### config.mk
export PLATFORM = sky130hd
export DESIGN_NAME = mmio_arbiter
export DESIGN_NICKNAME = d
export VERILOG_FILES = /design/src/rtl/mmio_arbiter_pkg.sv /design/src/rtl/mmio_arbiter.sv
export SDC_FILE = /design/constraint.sdc
export NUM_CORES = 1
export LEC_CHECK = 0
export ABC_AREA = 1
export ABC_CLOCK_PERIOD_IN_PS = 2250
export BUFFER_PORTS_ARGS = -buffer_cell sky130_fd_sc_hd__buf_4
export CAP_MARGIN = 20
export CELL_PAD_IN_SITES_DETAIL_PLACEMENT = 1
export CELL_PAD_IN_SITES_GLOBAL_PLACEMENT = 2
export CORE_ASPECT_RATIO = 1.1
export CORE_MARGIN = 4
export CORE_UTILIZATION = 24
export DETAILED_ROUTE_END_ITERATION = 8
export PLACE_DENSITY = 0.93
export SYNTH_ARGS = -nofsm -noshare
export SYNTH_HDL_FRONTEND = slang
export SYNTH_SLANG_ARGS = --single-unit
### constraint.sdc
create_clock -name clk -period 2.25 [get_ports clk]
set_clock_uncertainty 0.2 [all_clocks]
set_input_delay 0.45 -clock clk [delete_from_list [all_inputs] [get_ports clk]]
set_output_delay 0.45 -clock clk [all_outputs]
set_load 0.02 [all_outputs]
### src/rtl/mmio_arbiter_pkg.sv
// Shared definitions for the two-requester MMIO arbiter: FSM encoding,
// requester indices and the data returned when a read times out.
package mmio_arbiter_pkg;

  typedef enum logic [1:0] {
    ST_IDLE      = 2'd0,
    ST_ISSUE     = 2'd1,
    ST_WAIT_READ = 2'd2,
    ST_RESPOND   = 2'd3
  } state_t;

  localparam logic REQ_D = 1'b0;
  localparam logic REQ_I = 1'b1;

  localparam logic [31:0] TIMEOUT_DATA = 32'hDEADBEEF;

endpackage

### src/rtl/mmio_arbiter.sv
// Arbitrates a data-side and an instruction-side requester onto one MMIO
// command port, one transaction in flight at a time, with a read timeout.
module mmio_arbiter
  import mmio_arbiter_pkg::*;
#(
  parameter int unsigned ROUND_ROBIN    = 1,
  parameter int unsigned TIMEOUT_CYCLES = 255
) (
  input  logic        clk,
  input  logic        rst,
  input  logic        d_cmd_start,
  input  logic        d_cmd_write,
  output logic        d_cmd_ready,
  input  logic [31:0] d_addr,
  input  logic [31:0] d_wdata,
  output logic [31:0] d_rdata,
  output logic        d_rdata_valid,
  input  logic        i_cmd_start,
  input  logic        i_cmd_write,
  output logic        i_cmd_ready,
  input  logic [31:0] i_addr,
  input  logic [31:0] i_wdata,
  output logic [31:0] i_rdata,
  output logic        i_rdata_valid,
  output logic        mem_cmd_start,
  output logic        mem_cmd_write,
  output logic [31:0] mem_addr,
  output logic [31:0] mem_wdata,
  input  logic        mem_cmd_ready,
  input  logic        mem_rdata_valid,
  input  logic [31:0] mem_rdata
);

  localparam int CNT_W = (TIMEOUT_CYCLES < 2) ? 1 : $clog2(TIMEOUT_CYCLES + 1);
  localparam logic [CNT_W-1:0] CNT_MAX = CNT_W'(TIMEOUT_CYCLES);

  state_t            state_reg, state_next;
  logic              hold_write_reg;
  logic [31:0]       hold_addr_reg;
  logic [31:0]       hold_wdata_reg;
  logic              winner_reg;
  logic              last_grant_reg;
  logic [CNT_W-1:0]  wait_cnt_reg;
  logic [31:0]       d_rdata_reg;
  logic [31:0]       i_rdata_reg;

  logic              accept;
  logic              grant;
  logic              capture;
  logic [31:0]       capture_data;

  always_comb begin
    state_next   = state_reg;
    accept       = 1'b0;
    grant        = REQ_D;
    capture      = 1'b0;
    capture_data = mem_rdata;
    case (state_reg)
      ST_IDLE: begin
        if (d_cmd_start || i_cmd_start) begin
          accept     = 1'b1;
          state_next = ST_ISSUE;
          if (d_cmd_start && i_cmd_start) begin
            // Fixed priority keeps D; round robin hands the tie to whoever lost last time.
            grant = (ROUND_ROBIN != 0 && last_grant_reg == REQ_D) ? REQ_I : REQ_D;
          end else begin
            grant = d_cmd_start ? REQ_D : REQ_I;
          end
        end
      end
      ST_ISSUE: begin
        if (mem_cmd_ready) begin
          state_next = hold_write_reg ? ST_IDLE : ST_WAIT_READ;
        end
      end
      ST_WAIT_READ: begin
        if (mem_rdata_valid) begin
          capture    = 1'b1;
          state_next = ST_RESPOND;
        end else if (wait_cnt_reg >= CNT_MAX) begin
          capture      = 1'b1;
          capture_data = TIMEOUT_DATA;
          state_next   = ST_RESPOND;
        end
      end
      ST_RESPOND: state_next = ST_IDLE;
      default:    state_next = ST_IDLE;
    endcase
  end

  always_ff @(posedge clk) begin
    if (rst) begin
      state_reg      <= ST_IDLE;
      hold_write_reg <= 1'b0;
      hold_addr_reg  <= '0;
      hold_wdata_reg <= '0;
      winner_reg     <= REQ_D;
      last_grant_reg <= REQ_I;
      wait_cnt_reg   <= '0;
      d_rdata_reg    <= '0;
      i_rdata_reg    <= '0;
    end else begin
      state_reg <= state_next;
      if (accept) begin
        hold_write_reg <= (grant == REQ_D) ? d_cmd_write : i_cmd_write;
        hold_addr_reg  <= (grant == REQ_D) ? d_addr : i_addr;
        hold_wdata_reg <= (grant == REQ_D) ? d_wdata : i_wdata;
        winner_reg     <= grant;
        last_grant_reg <= grant;
      end
      if (state_reg == ST_ISSUE) begin
        wait_cnt_reg <= '0;
      end else if (state_reg == ST_WAIT_READ && !capture && wait_cnt_reg < CNT_MAX) begin
        wait_cnt_reg <= wait_cnt_reg + CNT_W'(1);
      end
      if (capture) begin
        if (winner_reg == REQ_D) begin
          d_rdata_reg <= capture_data;
        end else begin
          i_rdata_reg <= capture_data;
        end
      end
    end
  end

  assign d_cmd_ready   = (state_reg == ST_IDLE);
  assign i_cmd_ready   = (state_reg == ST_IDLE);
  assign d_rdata       = d_rdata_reg;
  assign i_rdata       = i_rdata_reg;
  assign d_rdata_valid = (state_reg == ST_RESPOND) && (winner_reg == REQ_D);
  assign i_rdata_valid = (state_reg == ST_RESPOND) && (winner_reg == REQ_I);
  // The command is only offered downstream in the cycle it is actually taken.
  assign mem_cmd_start = (state_reg == ST_ISSUE) && mem_cmd_ready;
  assign mem_cmd_write = hold_write_reg;
  assign mem_addr      = hold_addr_reg;
  assign mem_wdata     = hold_wdata_reg;

endmodule

==> flow_summary.ini, run 1 <==
[run_status]
status = completed

[synthesis]
ys_seq_area_share_pct = 42.2
ys_types = 26
ys_ff_latch = 141
ys_warn_count = 0
syn_area_sq_um = 6690
synth_nets = 1175
synthSimpleGateAreaFrac_pct = 33.4
synth-xor-area-share_pct = 0
synth_compound_area_share_pct = 8.43
synth_mux_area_share_pct = 0
synth_area_per_cell_sq_um = 6.65
post_synth_fa_ha_maj_area_fraction_pct = 0.187
synth_top_family_by_area = simple AND/OR/NAND/NOR gates
syn_inst = 1006

[clocking]
clk_latency_ps = 420
ctsResizeCount = 0
cts.path.max_buffers = 2
cts_sinks = 141
ctsHtreeMaxLevel = 4
numCtsBuffers = 17
cts_hold_buf = 0
clkTransAtPathRegs_ps = 60
cts_root_buffer = clkbuf_16
cts_tree = built
postCtsSetupRepairBufs = 0

[sta]
slew_headroom_pct = 66.2
rsz0062_at_grt = false
fin_crit_sh_pct = 92.9
final_max_slew_viol_count = 0
finalSetupTns_ps = 0
finalHoldViolCount = 0
finalSetupViolCount = 0
tightest_slew_ps = 508
whs_ps = 51.1
fin_ws_ps = 159
clock.fmax_mhz = 478
min_period_ps = 2090

[drt]
ant_nets = 0
vias = 7080
viasPerCell = 4.27
drt_iter0_markers = 254
first_pass_iters = 4
route.detailed.drc = 0
wl_mm = 23.5
wire_per_inst_um = 14.2

[die]
die_w_um = 167
die_y_um = 183
start_util_pct = 24.6
core_sq_um = 27200
ios = 302
rows = 63
dieArea_sq_um = 30600

[finish]
n_fill_cell = 3512
final_area_sq_um = 9860
area_growth_pct = 47.4
layout.nets = 1456
final_cell_mix = buf_4 (312), nand2_1 (311), inv_1 (176)
layout_commonest_cell = buf_4
drive_gt1_share_pct = 28.7
antenna-diode-count = 0

[global_routing]
grt_max_degree = 75
antenna_found_initial = 0
grt_pass1_vias = 7251
grt_pass1_wl_mm = 37.6
gr-total-overflow = 0
grtUsageTotal_pct = 15.0

[critical_path]
required_ps = 1600
worstPathMaxFanout = 4
arrival_ps = 1440
rr_worst_depth = 10
r2r_slack_ps = 240
r2r-start = wait_cnt_reg[0]
cp-start-kind = register
endpoint_kind = output pin
crit_type = reg -> out
r2r-end = d_rdata[27]

[placement]
dp_slack_ps = 232
postPlaceCellArea_sq_um = 9280
io_buffers = 301
place.gp.congestion = 0.768
hpwl_mm = 17.6

[pwr]
leakage_nw = 5.48
p_total_mw = 7.30
ir_drop_mv = 0.357
cellPowerDensity_nw_per_um2 = 740

[job]
maxCapViolCount = 0

[min_path]
holdPathStages = 2
holdPathEnd = winner_reg
min-delay-start = rst
min_path_type = in -> reg
[through the flow]
step	utilization, %	cells
detailed placement	34.1	1625
global route	36.3	1657
finish	36.3	1657
CTS	36.3	1657
floorplan	-	1006
global placement	34.1	1625
[power by group]
| part | internal, mW | switching [mW] |
|---|---|---|
| clock | 1.57 | 1.28 |
| sequential | 2.70 | 0.125 |
| combinational | 0.715 | 0.914 |
| total | 4.98 | 2.32 |
[synth_stat cells]
master    instances  share of area (%)
o211ai_1         66                7.4
nor3_1            2               0.15
clkbuf_1         17               0.95
nand4_1           3               0.28
nand2_1         311                 17
o21ai_0           3               0.22
nand3_1          71                5.3
nand3b_1          1               0.11
buf_6            10                1.7
nand3_4           3               0.79
clkinv_1          1              0.056
o21ai_2           1               0.13
ha_1              1               0.19
inv_1           176                9.9
nand3_2           1               0.15
inv_2             7               0.39
nor4_1            1              0.094
buf_4            14                1.6
buf_2            15                1.1
nand2_2           3               0.28
dfxtp_1         141                 42
nand2_4           1               0.17
a21oi_1           9               0.67
nor2_1          142                8.0
buf_1             2               0.11
nor2_4            4               0.67
[layer usage]
metal / track usage (%) / vias up / wire length (um)
met3: 6.55 / 18 / 2470
met4: 3.77 / 0 / 278
met2: 24.2 / 234 / 10600
li1: - / 3604 / -
met1: 18.5 / 3224 / 10200
met5: 0 / - / 0
[cell type report]
| class | instances | area [sq um] | share of cell area, % |
|---|---|---|---|
| Clock inverter | 15 | 153 | 1.55 |
| Multi-Input combinational cell | 623 | 2810 | 28.5 |
| Sequential cell | 141 | 2820 | 28.6 |
| Tap cell | 357 | 447 | 4.53 |
| Clock buffer | 17 | 425 | 4.32 |
| Timing Repair Buffer | 320 | 2500 | 25.4 |
| Inverter | 184 | 696 | 7.06 |
[critical path: stages (launching register included)]
cell	delay (ps)
dfxtp_1	420
inv_1	130
nor3_1	280
buf_4	200
[kinds of logic (layout without fill, tap and decap cells)]
logic type | count (synthesis) | count (layout)
fa+ha+maj | 1 | 1
flops | 141 | 141
compound gates | 79 | 79
simple gates | 543 | 543
buf+inv | 242 | 536
[worst max-delay path by stage]
stage	start	endpoint	slack, ps	cells past startpoint
2_1_floorplan	wait_cnt_reg[0]	d_rdata[22]	490	9
3_3_place_gp	i_cmd_start	mem_addr[8]	340	7
3_5_place_dp	wait_cnt_reg[0]	d_rdata[27]	230	10
4_1_cts	state_reg[0]	mem_cmd_start	120	3
5_1_grt	state_reg[0]	mem_cmd_start	60	3
6_report	state_reg[0]	mem_cmd_start	160	3
No activity file was read; power rests on OpenSTA's default activity.
==> run 2, diff against run 1 <==
- ABC_CLOCK_PERIOD_IN_PS: 2250 -> 1900
- CORE_MARGIN: 4 -> default
- CORE_UTILIZATION: 24 -> 21
- PLACE_DENSITY: 0.93 -> 0.87
- clock period: 2.25 -> 1.9 ns (I/O delays scaled with it)
==> run 2 against run 1 <==
  * Sequential power rose by 18%
  * Register-to-register slack got worse by 200 ps
  * Final cell count rose by 5.1%
  * Wire length rose by 4.9%
  * Non-clock buffer count rose by 22
  * Utilization fell by 3.0 points
  * Power rose by 20%
  * Die area rose by 6.4%
  * First-iteration DRC count fell by 22%
  * Critical path type is now reg -> reg
  * Largest cell class is now multi-input gates
==> flow_summary.ini, run 2 (synthesized netlist as in run 1, its figures left out) <==
[run_status]
status = completed

[sta]
final_max_slew_viol_count = 0
fin_crit_sh_pct = 97.8
finalHoldViolCount = 0
tightest_slew_ps = 326
finalSetupTns_ps = 0
clock.fmax_mhz = 538
whs_ps = 60.6
min_period_ps = 1860
rsz0062_at_grt = true
slew_headroom_pct = 78.3
finalSetupViolCount = 0

[clocking]
cts.path.max_buffers = 2
numCtsBuffers = 17
cts_tree = built
cts_root_buffer = clkbuf_16
clk_latency_ps = 420
clkTransAtPathRegs_ps = 60
cts_sinks = 141
ctsHtreeMaxLevel = 4

[global_routing]
antenna_found_initial = 0
grt_pass1_vias = 7269
grtUsageTotal_pct = 14.3
grt_pass1_wl_mm = 36.5
gr-total-overflow = 0
grt_max_degree = 131

[placement]
hpwl_mm = 16.9
io_buffers = 301
place.gp.congestion = 0.734
dp.cells = 1693
postPlaceCellArea_sq_um = 9450

[critical_path]
cp-start-kind = register
required_ps = 2020
crit_chain = ha_4, nand2_4, nor2_4, nand2_4, nand2_4, nand3_4, clkbuf_16, nor2_1, nor2_1
endpoint_kind = register
cp_slowest_cell = dfxtp_2
cpMostUsedCell = nand2_4
arrival_ps = 1980
worstPathMaxFanout = 12
crit_type = reg -> reg
cpPeakStageDelay_ps = 360

[finish]
layout.nets = 1479
final_cell_mix = buf_4 (316), nand2_1 (293), inv_1 (175)
seq_area_sq_um = 2840
multiInputGateArea_sq_um = 2970
antenna-diode-count = 0
stdcell_count = 1742
final_area_sq_um = 10400
n_fill_cell = 3899
layout_commonest_cell = buf_4
area_growth_pct = 56.1
drive_gt1_share_pct = 32.5
final_util_pct = 33.3

[pwr]
clock_power_share_pct = 38.6
cellPowerDensity_nw_per_um2 = 837
p_int_mw = 6.02
combPwrFrac_pct = 23.1
leakage_nw = 5.68
p_seq_share_pct = 38.2
swShare_pct = 31.2
p_switching_mw = 2.73
ir_drop_mv = 0.398

[drt]
route.detailed.drc = 0
first_pass_iters = 4
ant_nets = 0
viasPerCell = 4.13
drt_iter0_markers = 197
vias = 7192
wire_per_inst_um = 14.2
wl_mm = 24.7

[die]
core_sq_um = 31400
ios = 302
die_y_um = 189
rows = 68
dieArea_sq_um = 32600
die_w_um = 172
start_util_pct = 21.3

[min_path]
min_path_type = in -> reg

[job]
maxCapViolCount = 0
[run 2: repair_timing]
action | CTS | global route
hold endpoints to repair | 2 | 0
buffers inserted | 3 | 7
cloned | 0 | 7
pin swaps | 2 | 11
gates resized for setup | 13 | 44
endpoints found under the setup margin | 3 | 128
hold buffers | 2 | 0
[run 2: per-layer routing]
layer  global-route usage, %  vias up  wire length [um]  share of wire, %
met3                    6.04       17              2250               9.1
met1                    16.0     3296             10200                41
met5                       0        -                 0                 0
li1                        -     3648                 -                 -
met2                    24.5      231             11900                48
met4                    4.12        0               269               1.1
[run 2: power groups by stage]
stage / clock [mW] / sequential [mW] / combinational (mW)
finish: 3.38 / 3.34 / 2.02
global route: 3.63 / 3.37 / 2.22
CTS: 3.52 / 3.35 / 1.97
detailed placement: 0 / 3.40 / 1.94
global placement: 0 / 3.40 / 1.91
floorplan: 0 / 3.66 / 0.787
[run 2: stage by stage]
step	total power [mW]	setup slack, ps
global route	9.21	-53.2
global placement	5.31	89.5
finish	8.74	40.9
floorplan	4.45	144
detailed placement	5.34	53.5
CTS	8.83	0.822
[run 2: final timing paths]
check / endpoint / cells past startpoint / start / slack, ps
setup / recovery: d_rdata[13] / 9 / wait_cnt_reg[1] / 40
hold / removal: state_reg[0] / 3 / d_cmd_start / 60
setup reg to reg: d_rdata[13] / 9 / wait_cnt_reg[1] / 40
hold reg to reg: last_grant_reg / 2 / last_grant_reg / 270
[run 2: worst max-delay path, delay by kind of cell, from the launching register on]
kind / cells / cell delay, ps
fa+ha+maj: 1 / 160
buf+inv: 1 / 260
flops: 1 / 360
simple gates: 7 / 770
[run 2: layout make-up]
cell class / count / area share (%)
Clock buffer: 17 / 4.07
Multi-Input combinational cell: 624 / 28.4
Clock inverter: 14 / 1.38
Inverter: 184 / 6.69
Tap cell: 420 / 5.03
Sequential cell: 141 / 27.2
Timing Repair Buffer: 342 / 27.3
